### src/rtl/branch_hazard_pkg.sv
// Shared constants and types for the ID-stage branch hazard scoreboard.
package branch_hazard_pkg;

  localparam int unsigned NUM_REGS    = 32;
  localparam int unsigned REG_W       = 5;
  localparam int unsigned BUSY_W      = 2;
  localparam int unsigned STALL_CNT_W = 16;

  typedef logic [BUSY_W-1:0] busy_t;
  typedef logic [REG_W-1:0]  reg_idx_t;

  localparam busy_t LOAD_LAT = 2'd2;
  localparam busy_t ALU_LAT  = 2'd1;

  // Destination of the most recent register-writing issue, so a flush can undo it.
  typedef struct packed {
    logic     valid;
    reg_idx_t rd;
  } issue_rec_t;

  function automatic busy_t issue_latency(input logic is_load);
    return is_load ? LOAD_LAT : ALU_LAT;
  endfunction

endpackage

### src/rtl/branch_hazard_scoreboard_if.sv
// ID-stage request / stall-response bundle between pipeline control and the scoreboard.
interface branch_hazard_scoreboard_if;
  import branch_hazard_pkg::*;

  logic                   id_valid;
  logic                   id_is_branch;
  reg_idx_t               id_rs1;
  reg_idx_t               id_rs2;
  reg_idx_t               id_rd;
  logic                   id_regwr_en;
  logic                   id_is_load;
  logic                   ex_flush;
  logic                   ext_stall;
  logic                   stall_id;
  logic                   stall_rs1;
  logic                   stall_rs2;
  logic [STALL_CNT_W-1:0] stall_cycles;

  modport master (
    output id_valid, id_is_branch, id_rs1, id_rs2, id_rd, id_regwr_en, id_is_load,
           ex_flush, ext_stall,
    input  stall_id, stall_rs1, stall_rs2, stall_cycles
  );

  modport slave (
    input  id_valid, id_is_branch, id_rs1, id_rs2, id_rd, id_regwr_en, id_is_load,
           ex_flush, ext_stall,
    output stall_id, stall_rs1, stall_rs2, stall_cycles
  );

endinterface

### src/rtl/branch_hazard_scoreboard_sat_counter.sv
// Up-counter that sticks at all-ones instead of wrapping.
module sat_counter #(
  parameter int unsigned WIDTH = 16
) (
  input  logic             clk,
  input  logic             rst_n,
  input  logic             inc,
  output logic [WIDTH-1:0] count
);

  logic [WIDTH-1:0] count_q;
  logic [WIDTH-1:0] count_nxt;

  // Next value: step by one unless already saturated.
  always_comb begin
    count_nxt = count_q;
    if (inc && (count_q != '1)) begin
      count_nxt = count_q + 1'b1;
    end
  end

  // Count register, cleared asynchronously.
  always_ff @(posedge clk or negedge rst_n) begin
    if (!rst_n) begin
      count_q <= '0;
    end else begin
      count_q <= count_nxt;
    end
  end

  assign count = count_q;

endmodule

### src/rtl/branch_hazard_scoreboard.sv
// Tracks in-flight register writes and stalls ID-stage branches whose sources are not ready.
module branch_hazard_scoreboard
  import branch_hazard_pkg::*;
(
  input logic                       clk,
  input logic                       rst_n,
  branch_hazard_scoreboard_if.slave hz
);

  busy_t      busy_q [NUM_REGS];
  issue_rec_t last_q;

  logic stall_rs1;
  logic stall_rs2;
  logic stall_id;
  logic issue;
  logic set_en;
  logic flush_clr;

  // Per-source hazard detection; only branches resolve in ID so only they wait.
  always_comb begin
    stall_rs1 = hz.id_valid & hz.id_is_branch & (hz.id_rs1 != '0) & (busy_q[hz.id_rs1] != '0);
    stall_rs2 = hz.id_valid & hz.id_is_branch & (hz.id_rs2 != '0) & (busy_q[hz.id_rs2] != '0);
    stall_id  = (stall_rs1 | stall_rs2) & ~hz.ex_flush;
    issue     = hz.id_valid & ~stall_id & ~hz.ext_stall & ~hz.ex_flush;
    set_en    = issue & hz.id_regwr_en & (hz.id_rd != '0);
    flush_clr = hz.ex_flush & last_q.valid;
  end

  // Busy countdowns and last-issue record; everything freezes under ext_stall.
  // Priority per entry: new issue set, then flush clear, then decrement.
  always_ff @(posedge clk or negedge rst_n) begin
    if (!rst_n) begin
      for (int unsigned r = 0; r < NUM_REGS; r++) begin
        busy_q[r] <= '0;
      end
      last_q <= '0;
    end else if (!hz.ext_stall) begin
      last_q.valid <= set_en;
      last_q.rd    <= hz.id_rd;
      for (int unsigned r = 0; r < NUM_REGS; r++) begin
        if (r == 0) begin
          busy_q[r] <= '0;
        end else if (set_en && (hz.id_rd == reg_idx_t'(r))) begin
          busy_q[r] <= issue_latency(hz.id_is_load);
        end else if (flush_clr && (last_q.rd == reg_idx_t'(r))) begin
          busy_q[r] <= '0;
        end else if (busy_q[r] != '0) begin
          busy_q[r] <= busy_q[r] - 1'b1;
        end
      end
    end
  end

  sat_counter #(
    .WIDTH (STALL_CNT_W)
  ) u_stall_cnt (
    .clk   (clk),
    .rst_n (rst_n),
    .inc   (stall_id & ~hz.ext_stall),
    .count (hz.stall_cycles)
  );

  assign hz.stall_rs1 = stall_rs1;
  assign hz.stall_rs2 = stall_rs2;
  assign hz.stall_id  = stall_id;

endmodule
### src/flat_wrapper.sv
// flat-port wrapper written by rule: the top's interface ports become plain ports
module branch_hazard_scoreboard_flat import branch_hazard_pkg::*;
  (clk, rst_n, hz_id_valid, hz_id_is_branch, hz_id_rs1, hz_id_rs2, hz_id_rd, hz_id_regwr_en, hz_id_is_load, hz_ex_flush, hz_ext_stall, hz_stall_id, hz_stall_rs1, hz_stall_rs2, hz_stall_cycles);
  branch_hazard_scoreboard_if hz_i ();
  input logic clk;
  input logic rst_n;
  input wire logic [$bits(hz_i.id_valid)-1:0] hz_id_valid;
  input wire logic [$bits(hz_i.id_is_branch)-1:0] hz_id_is_branch;
  input wire logic [$bits(hz_i.id_rs1)-1:0] hz_id_rs1;
  input wire logic [$bits(hz_i.id_rs2)-1:0] hz_id_rs2;
  input wire logic [$bits(hz_i.id_rd)-1:0] hz_id_rd;
  input wire logic [$bits(hz_i.id_regwr_en)-1:0] hz_id_regwr_en;
  input wire logic [$bits(hz_i.id_is_load)-1:0] hz_id_is_load;
  input wire logic [$bits(hz_i.ex_flush)-1:0] hz_ex_flush;
  input wire logic [$bits(hz_i.ext_stall)-1:0] hz_ext_stall;
  output wire logic [$bits(hz_i.stall_id)-1:0] hz_stall_id;
  output wire logic [$bits(hz_i.stall_rs1)-1:0] hz_stall_rs1;
  output wire logic [$bits(hz_i.stall_rs2)-1:0] hz_stall_rs2;
  output wire logic [$bits(hz_i.stall_cycles)-1:0] hz_stall_cycles;
  assign hz_i.id_valid = hz_id_valid;
  assign hz_i.id_is_branch = hz_id_is_branch;
  assign hz_i.id_rs1 = hz_id_rs1;
  assign hz_i.id_rs2 = hz_id_rs2;
  assign hz_i.id_rd = hz_id_rd;
  assign hz_i.id_regwr_en = hz_id_regwr_en;
  assign hz_i.id_is_load = hz_id_is_load;
  assign hz_i.ex_flush = hz_ex_flush;
  assign hz_i.ext_stall = hz_ext_stall;
  assign hz_stall_id = hz_i.stall_id;
  assign hz_stall_rs1 = hz_i.stall_rs1;
  assign hz_stall_rs2 = hz_i.stall_rs2;
  assign hz_stall_cycles = hz_i.stall_cycles;
  branch_hazard_scoreboard u_core (.clk(clk), .rst_n(rst_n), .hz(hz_i));
endmodule
### config.mk
export PLATFORM = sky130hd
export DESIGN_NAME = branch_hazard_scoreboard_flat
export DESIGN_NICKNAME = d
export VERILOG_FILES = /design/src/rtl/branch_hazard_pkg.sv /design/src/rtl/branch_hazard_scoreboard_if.sv /design/src/rtl/branch_hazard_scoreboard_sat_counter.sv /design/src/rtl/branch_hazard_scoreboard.sv /design/src/flat_wrapper.sv
export SDC_FILE = /design/constraint.sdc
export NUM_CORES = 1
export LEC_CHECK = 0
export CORE_ASPECT_RATIO = 0.6
export CORE_MARGIN = 5
export CORE_UTILIZATION = 37
export CTS_CLUSTER_SIZE = 14
export DETAILED_ROUTE_END_ITERATION = 7
export DONT_BUFFER_PORTS = 1
export MAX_ROUTING_LAYER = met4
export SLEW_MARGIN = 10
export SYNTH_ARGS = -nofsm -noshare
export SYNTH_HDL_FRONTEND = slang
export SYNTH_SLANG_ARGS = --single-unit
### constraint.sdc
create_clock -name clk -period 7.3 [get_ports clk]
set_clock_uncertainty 0.05 [all_clocks]
set_input_delay 1.46 -clock clk [delete_from_list [all_inputs] [get_ports clk]]
set_output_delay 1.46 -clock clk [all_outputs]
set_load 0.03 [all_outputs]
==> results.rst, run 1 <==
.. list-table::
   :header-rows: 1

   * - Metric
     - Value
   * - Result of the run
     - complete, no violations
   * - Data arrival time at the worst-slack endpoint
     - around 3300 ps
   * - Post-route fraction of the period consumed by the critical path
     - 0.659
   * - Layout-stage area growth over the synthesis result
     - 7.32%
   * - Synth Net Count
     - around 850
   * - Ratio of cells with drive above 1 in the final layout
     - 0.0816
   * - FFs w/ async S/R, synth
     - 1.00
   * - Worst-path fanout max
     - 22
   * - Reported leakage power
     - 2.85 nW
   * - Post-CTS sizing
     - 0
   * - Critical Path Start Type
     - primary input
   * - HP Class
     - flop to flop
   * - CTS tree
     - done
   * - Post-synth top area share
     - 0.322
   * - Clock Root Buffer
     - sky130_fd_sc_hd__clkbuf_16
   * - Sequential standard cell area
     - 2100 sq um
   * - Nets
     - 822
   * - Number of global-route vias before repair
     - 5386
   * - Number of antenna repair diodes
     - 0
   * - Number of enable flip-flop cells after synthesis
     - 0
   * - Height of the chip
     - 113 um
   * - Sum of negative setup slack
     - 0 ps
   * - Count of hold-fix buffers inserted at cts
     - 0
   * - Tmin final
     - 4810 ps
   * - Global route total overflow
     - 0
   * - Detail-routed net length per standard cell
     - 20.4 um
   * - Vias after detailed routing
     - 6034
   * - Most numerous cell in the Yosys netlist
     - sky130_fd_sc_hd__dfrtp_1
   * - Fill cell instance count of the final layout
     - 1737
   * - Top post-synthesis cells by count
     - 84 x sky130_fd_sc_hd__dfrtp_1, 82 x sky130_fd_sc_hd__inv_1, 81 x sky130_fd_sc_hd__nor2_1
   * - Least-Margin Pin Slew
     - 882 ps
   * - Core area
     - 17200 sq um
   * - Worst path required time
     - between 5000 and 6000 ps
   * - Clk buf depth
     - 2
   * - Power density relative to cell area
     - 360 nW/um^2
   * - Sequential fraction of the synthesis area
     - 0.322
   * - DRT antenna net count
     - 0
   * - Synth area leaders
     - sky130_fd_sc_hd__dfrtp_1 32%, sky130_fd_sc_hd__ha_1 6.1%, sky130_fd_sc_hd__inv_1 4.7%
   * - Standard-cell row count
     - 37
   * - Antenna violations before repair
     - 0
   * - Start-to-end type of the worst setup path
     - primary input to output port
   * - Detail-routed via count per cell
     - 6.00
   * - Capturing element type of the critical path
     - output port
   * - Final setup fails
     - 0
   * - Deepest level of the CTS H-tree
     - 3
   * - Number of slew-limit violations in the final report
     - 0
   * - Post-synthesis area per instance
     - 8.25 sq um
   * - Horiz. Die Dim
     - 182 um
   * - Number of clock buffers inserted by TritonCTS
     - 9
   * - Number of violations of the max-capacitance limit
     - 0
   * - GR Util All Layers
     - 0.206
   * - Leading register cell type out of synthesis
     - sky130_fd_sc_hd__dfrtp_1
   * - # clock sinks
     - 84
   * - Synth warnings
     - 0
   * - Global placer's final weighted congestion
     - around 0.94
   * - Length of the first detailed-routing pass in iterations
     - 5
   * - I/O pins
     - 42
   * - Clock transition at the registers of the reported paths
     - 60 ps
   * - Cells after synthesis
     - 792
   * - Worst slew margin relative to its limit
     - 0.411
   * - Final Routed Wirelength
     - 20.5 mm
   * - Post-Syn Area
     - 6530 sq um
   * - Unrepaired setup endpoints after global routing
     - no
   * - Post CTS Setup Buffer Count
     - 0
   * - Wire length of the first global-routing pass
     - 32.3 mm
   * - Post-DP HPWL
     - 15.1 mm
   * - Netlist cell types
     - 74
   * - Worst hold slack across all endpoints
     - 476 ps
   * - Clock insertion delay at the later pin of the skew report
     - 350 ps
   * - Initial cell density of the core
     - 0.379
   * - Port-buffer cells
     - 0
   * - Number of remaining DRC errors
     - 0
   * - Final Hold Vio Count
     - 0
   * - Number of DRC violations after detailed-routing iteration 0
     - 908
   * - Area used by multi-input combinational logic
     - 3950 sq um
   * - Highest clock rate
     - 208 MHz
   * - Dominant cell type by area after synthesis
     - sky130_fd_sc_hd__dfrtp_1
   * - Pin count of the biggest net entering global routing
     - ~110
   * - Number of register bits inferred by synthesis
     - 84
   * - Total die area
     - 20500 sq um
   * - Peak ir drop on the vdd network
     - 0.000160 V
## metrics by stage
step                      power, mW  cell area [sq um]  std cells  setup WS [ps]   util
after floorplan                1.74               6530        792           2640      -
after global placement         1.98               6690        990           2520  0.388
after detailed placement       2.00               6690        990           2500  0.388
after CTS                      2.52               7010       1006           2490  0.407
after global routing           2.75               7010       1006           2380  0.407
final                          2.52               7010       1006           2490  0.407
## layout make-up
type,instances,share of cell area
clock inverters,6,0.0137
repair buffers,3,0.00321
multi-input cells,585,0.564
clock buffers,10,0.0327
inverters,84,0.0450
flip-flops and latches,84,0.300
well taps,234,0.0418
## cell usage in the layout, fill, tap and decap left out, types with 15 or more instances in the layout
| master | count |
|---|---|
| sky130_fd_sc_hd__nor3_1 | 48 |
| sky130_fd_sc_hd__nand2_1 | 65 |
| sky130_fd_sc_hd__nand4_1 | 15 |
| sky130_fd_sc_hd__dfrtp_1 | 84 |
| sky130_fd_sc_hd__inv_1 | 82 |
| sky130_fd_sc_hd__nor4_1 | 16 |
| sky130_fd_sc_hd__nand3_1 | 38 |
| sky130_fd_sc_hd__nor2_1 | 80 |
| sky130_fd_sc_hd__o21ai_0 | 23 |
| sky130_fd_sc_hd__ha_1 | 32 |
| sky130_fd_sc_hd__a21oi_1 | 34 |
## power by group
group / internal, mW / leakage [nW] / switching [mW]
sequential: 0.656 / 1.03 / 0.225
combinational: 0.539 / 1.67 / 0.586
clock: 0.305 / 0.155 / 0.212
## final timing paths
path,from,cells past startpoint,end,slack (ps)
worst max-delay path,hz_id_rs1[0],8,hz_stall_id,2490
worst min-delay path,u_core.last_q[5],2,u_core.last_q[5],480
worst max register to register,u_core.busy_q[2],11,u_core.busy_q[48],3640
worst min register to register,u_core.last_q[5],2,u_core.last_q[5],480
max in group asynchronous,rst_n,0,u_core.busy_q[25],6300
min in group asynchronous,rst_n,0,u_core.u_stall_cnt.count[7],750
## sequential cells by signal, summed over array words and instances (netlist names)
name,count
u_core.busy_q,62
u_core.u_stall_cnt.count,16
u_core.last_q,6
## critical path: stages
cell	delay [ps]
sky130_fd_sc_hd__or4b_1	460
sky130_fd_sc_hd__o31ai_1	80
sky130_fd_sc_hd__nor4_1	110
sky130_fd_sc_hd__nor4_2	340
sky130_fd_sc_hd__nand3_1	130
sky130_fd_sc_hd__o21ai_2	120
sky130_fd_sc_hd__buf_4	280
sky130_fd_sc_hd__inv_2	300
## logic make-up (layout without fill, tap and decap cells)
| kind of cell | Yosys count | in the layout | synth area share |
|---|---|---|---|
| XOR/XNOR | 14 | 14 | 0.0188 |
| flip-flops | 84 | 84 | 0.322 |
| adder cells (fa/ha/maj) | 32 | 32 | 0.0613 |
| multiplexers | 32 | 32 | 0.0663 |
| AO/OA/AOI/OAI | 162 | 162 | 0.176 |
| AND/OR/NAND/NOR | 345 | 345 | 0.281 |
| buffers and inverters | 123 | 103 | 0.0745 |
## per-layer routing
layer	track usage	up-vias	routed length [um]
li1	-	2875	-
met1	0.323	2863	10400
met2	0.266	283	7830
met3	0.0524	13	2150
met4	0.0315	0	158
met5	-	-	0
No activity file was read; power rests on OpenSTA's default activity.
==> run 2, diff against run 1 <==
- clock period: 7.3 -> 4.2 ns (I/O delays scaled with it)
==> run 2 against run 1 <==
Register-to-register slack worse by 2900 ps. Worst setup slack worse by 1700 ps. Sequential share of layout area about the same. Utilization about the same. Highest routed layer unchanged. Non-clock buffer count up 4.
==> results.rst, run 2 (same netlist as run 1, synthesis figures left out) <==
.. list-table::
   :header-rows: 1

   * - Metric
     - Value
   * - Overall power after layout
     - ~4.3 mW
   * - Clock transition at the registers of the reported paths
     - approximately 70 ps
   * - Clock Root Buffer
     - sky130_fd_sc_hd__clkbuf_16
   * - Post-route fraction of the period consumed by the critical path
     - 0.820
   * - Unrepaired setup endpoints after global routing
     - no
   * - Layout-stage area growth over the synthesis result
     - 7.39%
   * - List of cells traversed by the critical path
     - nor2_1, mux4_2, a2111o_1, o311ai_1, o21ai_2, inv_2
   * - Tmin final
     - 3440 ps
   * - Least setup slack across all paths after layout
     - around 760 ps
   * - Reported leakage power
     - 2.86 nW
   * - Number of slew-limit violations in the final report
     - 0
   * - Peak ir drop on the vdd network
     - 0.000272 V
   * - Detail-routed net length per standard cell
     - 20.5 um
   * - Highest cell delay on the worst timing path
     - between 400 and 500 ps
   * - CP Buf/Inv Count
     - 1
   * - Sum of negative setup slack
     - 0 ps
   * - Deepest level of the CTS H-tree
     - 3
   * - Length of the first detailed-routing pass in iterations
     - 6
   * - Result of the run
     - complete, no violations
   * - GR Util All Layers
     - 0.207
   * - Worst path required time
     - 3310 ps
   * - I/O pins
     - 42
   * - Number of global-route vias before repair
     - 5465
   * - Port-buffer cells
     - 0
   * - Most flops, register
     - u_core.busy_q
   * - Start-to-end type of the worst setup path
     - flop to output port
   * - Worst setup timing slack at the placement stage
     - 515 ps
   * - Clk buf depth
     - 2
   * - Capturing element type of the critical path
     - output port
   * - Vias after detailed routing
     - 6072
   * - Least-Margin Pin Slew
     - between 800 and 900 ps
   * - Detail-routed via count per cell
     - 6.01
   * - Antenna violations before repair
     - 0
   * - Final setup fails
     - 0
   * - Post-DP HPWL
     - 15.3 mm
   * - Number of DRC violations after detailed-routing iteration 0
     - between 800 and 900
   * - Worst hold slack across all endpoints
     - about 140 ps
   * - Power density relative to cell area
     - 615 nW/um^2
   * - Final Hold Vio Count
     - 0
   * - Number of remaining DRC errors
     - 0
   * - Highest clock rate
     - 290 MHz
   * - Core area
     - 17200 sq um
   * - Horiz. Die Dim
     - 182 um
   * - HP Class
     - primary input to async pin
   * - Post-route cell area
     - 7020 sq um
   * - Critical Path Start Type
     - flop
   * - Standard-cell row count
     - 37
   * - Pin count of the biggest net entering global routing
     - 108
   * - Global route total overflow
     - 0
   * - Nets
     - 826
   * - Fill cell instance count of the final layout
     - 1783
   * - Post CTS Setup Buffer Count
     - 0
   * - Number of violations of the max-capacitance limit
     - 0
   * - Highest-count cells in the layout ignoring fill and taps
     - 84 x sky130_fd_sc_hd__dfrtp_1, 82 x sky130_fd_sc_hd__inv_1, 81 x sky130_fd_sc_hd__nor2_1, 65 x sky130_fd_sc_hd__nand2_1, 48 x sky130_fd_sc_hd__nor3_1
   * - CTS tree
     - done
   * - Worst-path fanout max
     - 21
   * - Worst slew margin relative to its limit
     - 0.438
   * - Flip-flop count of the largest register, all copies and words added
     - 62
   * - Critical path's top delay family
     - compound AO/OA/AOI/OAI gates
   * - Wire length of the first global-routing pass
     - 32.5 mm
   * - Count of hold-fix buffers inserted at cts
     - 0
   * - Sequential standard cell area
     - 2100 sq um
   * - Total die area
     - 20500 sq um
   * - Cell area after placement
     - 6710 sq um
   * - Post-CTS sizing
     - 0
   * - Clock insertion delay at the later pin of the skew report
     - about 340 ps
   * - Number of clock buffers inserted by TritonCTS
     - 9
   * - Initial cell density of the core
     - 0.379
   * - DRT antenna net count
     - 0
   * - Ratio of cells with drive above 1 in the final layout
     - 0.0851
   * - # clock sinks
     - 84
   * - Crit-path slowest cell
     - sky130_fd_sc_hd__mux4_2
   * - Number of antenna repair diodes
     - 0
   * - Global placer's final weighted congestion
     - a little under 1
   * - Area used by multi-input combinational logic
     - 3950 sq um
   * - Most common cell after layout, fill and taps aside
     - sky130_fd_sc_hd__dfrtp_1
   * - Data arrival time at the worst-slack endpoint
     - approximately 2600 ps
   * - Final Routed Wirelength
     - 20.7 mm
   * - Height of the chip
     - 113 um
[run 2: metrics by stage]
stage,std cells,util
after CTS,1010,0.407
after detailed placement,994,0.390
after floorplan,792,-
after global placement,994,0.390
final,1010,0.407
after global routing,1010,0.407
[run 2: worst paths after layout]
| kind | start | to | slack [ps] | cells past startpoint |
|---|---|---|---|---|
| worst max-delay path | u_core.busy_q[46] | hz_stall_id | 760 | 6 |
| worst min-delay path | rst_n | u_core.u_stall_cnt.count[8] | 140 | 0 |
| worst max register to register | u_core.busy_q[2] | u_core.busy_q[48] | 770 | 10 |
| worst min register to register | u_core.busy_q[13] | u_core.busy_q[13] | 480 | 1 |
| max in group asynchronous | rst_n | u_core.busy_q[36] | 3830 | 0 |
| min in group clk | u_core.busy_q[13] | u_core.busy_q[13] | 480 | 1 |
[run 2: final cells by class]
| class | instances | area share |
|---|---|---|
| multi-input cells | 585 | 0.563 |
| flip-flops and latches | 84 | 0.300 |
| inverters | 84 | 0.0449 |
| well taps | 234 | 0.0417 |
| clock buffers | 11 | 0.0346 |
| clock inverters | 5 | 0.00856 |
| repair buffers | 7 | 0.00749 |
[run 2: per-layer routing]
layer / share of wire / vias up / GRT usage
li1: - / 2878 / -
met1: 0.51 / 2902 / 0.317
met2: 0.38 / 264 / 0.264
met3: 0.10 / 28 / 0.0668
met4: 0.011 / 0 / 0.0330
met5: 0 / - / -
[run 2: where the power goes]
group / switching [mW] / internal [mW]
clock: 0.347 / 0.480
sequential: 0.382 / 1.14
combinational: 1.02 / 0.940
[run 2: worst reg2reg max path: stages, from the launching register on]
cell	delay (ps)
sky130_fd_sc_hd__dfrtp_1	440
sky130_fd_sc_hd__or4b_1	510
sky130_fd_sc_hd__o31ai_1	90
sky130_fd_sc_hd__nor4_1	110
sky130_fd_sc_hd__nor4_2	340
sky130_fd_sc_hd__nand3_1	140
sky130_fd_sc_hd__o21ai_2	180
sky130_fd_sc_hd__inv_2	280
sky130_fd_sc_hd__nor4_2	570
sky130_fd_sc_hd__mux2_2	390
sky130_fd_sc_hd__a22o_1	220
==> run 3, diff against run 2 <==
- clock period: 4.2 -> 3.15 ns (I/O delays scaled with it)
==> run 3 against run 2 <==
Die area unchanged. Via count up 2.2%. Sequential share of layout area fell by 1.4 points. Worst setup slack got worse by 720 ps. Critical path type unchanged. Critical endpoint unchanged.
==> results.rst, run 3 (same netlist as run 1, synthesis figures left out) <==
.. list-table::
   :header-rows: 1

   * - Metric
     - Value
   * - Most flops, register
     - u_core.busy_q
   * - Start-to-end type of the worst setup path
     - flop to output port
   * - DRT antenna net count
     - 0
   * - FF-to-FF path depth
     - 12
   * - Layout-stage area growth over the synthesis result
     - 12.8%
   * - Initial cell density of the core
     - 0.379
   * - Worst slew margin relative to its limit
     - 0.545
   * - Final Non-Filler Cells
     - 1039
   * - Critical Path Start Type
     - flop
   * - Reported leakage power
     - 3.03 nW
   * - Result of the run
     - complete, no violations
   * - Final Routed Wirelength
     - 21.2 mm
   * - Global placer's final weighted congestion
     - 0.950
   * - Final setup fails
     - 0
   * - Vias after detailed routing
     - 6207
   * - GR Util All Layers
     - 0.214
   * - Nets
     - 857
   * - Wire length of the first global-routing pass
     - around 34 mm
   * - Port-buffer cells
     - 0
   * - Capturing element type of the critical path
     - output port
   * - Worst path required time
     - 2470 ps
   * - Clk buf depth
     - 2
   * - Ratio of cells with drive above 1 in the final layout
     - 0.137
   * - Horiz. Die Dim
     - approximately 180 um
   * - R2R Path End
     - u_core.busy_q[1]
   * - Height of the chip
     - approximately 110 um
   * - Number of DRC violations after detailed-routing iteration 0
     - 795
   * - Crit-path slowest cell
     - sky130_fd_sc_hd__or4b_1
   * - Most common cell after layout, fill and taps aside
     - sky130_fd_sc_hd__dfrtp_1
   * - List of cells traversed by the critical path
     - or4b_1, o31ai_2, nor4_2, nor4_2, nand3_1, o21ai_2, inv_2, buf_12, buf_6
   * - Clock insertion delay at the later pin of the skew report
     - 360 ps
   * - Tmin final
     - 3110 ps
   * - Detail-routed via count per cell
     - 5.97
   * - Core area
     - 17200 sq um
   * - Post-DP HPWL
     - 15.4 mm
   * - Peak ir drop on the vdd network
     - 0.000338 V
   * - CTS tree
     - done
   * - # clock sinks
     - 84
   * - Number of slew-limit violations in the final report
     - 0
   * - Final Hold Vio Count
     - 0
   * - Global route total overflow
     - 0
   * - Number of remaining DRC errors
     - 0
   * - Most used cell along the critical path
     - sky130_fd_sc_hd__nor4_2
   * - Total die area
     - 20500 sq um
   * - Length of the first detailed-routing pass in iterations
     - 6
   * - Power density relative to cell area
     - around 790 nW/um^2
   * - Highest cell delay on the worst timing path
     - 560 ps
   * - Placed insts
     - 1020
   * - Number of clock buffers inserted by TritonCTS
     - 9
   * - Number of global-route vias before repair
     - 5820
   * - Highest-count cells in the layout ignoring fill and taps
     - 84 x sky130_fd_sc_hd__dfrtp_1, 82 x sky130_fd_sc_hd__inv_1, 78 x sky130_fd_sc_hd__nor2_1, 65 x sky130_fd_sc_hd__nand2_1, 48 x sky130_fd_sc_hd__nor3_1
   * - Number of violations of the max-capacitance limit
     - 0
   * - Highest clock rate
     - 321 MHz
   * - Reg2Reg Launch Point
     - u_core.busy_q[3]
   * - Pin count of the biggest net entering global routing
     - 108
   * - Flip-flop count of the largest register, all copies and words added
     - 62
   * - Deepest level of the CTS H-tree
     - 3
   * - Data arrival time at the worst-slack endpoint
     - about 2400 ps
   * - Standard-cell row count
     - 37
   * - Clock Root Buffer
     - sky130_fd_sc_hd__clkbuf_16
   * - Slack of the worst reg-to-reg path
     - about 50 ps
   * - Unrepaired setup endpoints after global routing
     - yes
   * - I/O pins
     - 42
   * - Post-route fraction of the period consumed by the critical path
     - 0.988
   * - Least-Margin Pin Slew
     - 682 ps
   * - Worst-path fanout max
     - 11
   * - Post-Route Utilization
     - 0.428
   * - Antenna violations before repair
     - 0
   * - Detail-routed net length per standard cell
     - 20.4 um
   * - Clock transition at the registers of the reported paths
     - 70 ps
   * - Number of antenna repair diodes
     - 0
   * - HP Class
     - primary input to async pin
run 3: final cells by class:
cell class              instances  area [sq um]
clock buffers                   9           225
clock inverters                 5          31.3
fillers                      1740          9850
inverters                      84           315
multi-input cells             585          4070
flip-flops and latches         84          2100
well taps                     234           293
repair buffers                 38           334
run 3: how the worst max path moves through the flow:
stage / startpoint / endpoint / slack [ps]
final: u_core.busy_q[3] / hz_stall_id / 40
after global routing: u_core.busy_q[3] / u_core.busy_q[1] / -80
after CTS: u_core.busy_q[18] / hz_stall_id / 5
after detailed placement: hz_id_rs1[0] / u_core.busy_q[48] / -190
after global placement: hz_id_rs1[0] / u_core.busy_q[48] / -50
after floorplan: hz_id_rs1[1] / u_core.busy_q[33] / 10
run 3: per-stage QoR:
| step | TNS (ps) | worst slack (ps) | cell area (sq um) | total power, mW | hold WS, ps |
|---|---|---|---|---|---|
| after CTS | 0 | 5.12 | 7280 | 5.76 | 153 |
| after floorplan | 0 | 11.0 | 6570 | 4.05 | 284 |
| after detailed placement | -592 | -192 | 6970 | 4.69 | 288 |
| final | 0 | 37.5 | 7370 | 5.83 | 133 |
| after global placement | -45.3 | -45.3 | 6970 | 4.64 | 288 |
| after global routing | -394 | -80.1 | 7370 | 6.39 | 157 |
run 3: routing by layer:
layer	up-vias	wire [um]	GRT usage
met1	2964	10300	0.313
li1	2927	-	-
met2	292	8200	0.272
met4	0	318	0.0450
met5	-	0	-
met3	24	2380	0.0899
run 3: report_power, final:
part	internal [mW]	leakage [nW]	switching, mW
sequential	1.52	1.03	0.506
combinational	1.35	1.88	1.46
clock	0.523	0.127	0.472
run 3: repair_timing:
item	in CTS	in global routing
hold buffers	1	0
hold endpoints to repair	84	0
setup endpoints to repair	2	12
pin swaps	3	8
gates resized for setup	1	14
buffers inserted	3	1
run 3: critical path: cells and delay by family, from the launching register on:
| family | cells | cell delay, ps |
|---|---|---|
| buf+inv | 3 | 360 |
| compound gates | 2 | 290 |
| simple gates | 4 | 1000 |
| flops | 1 | 430 |
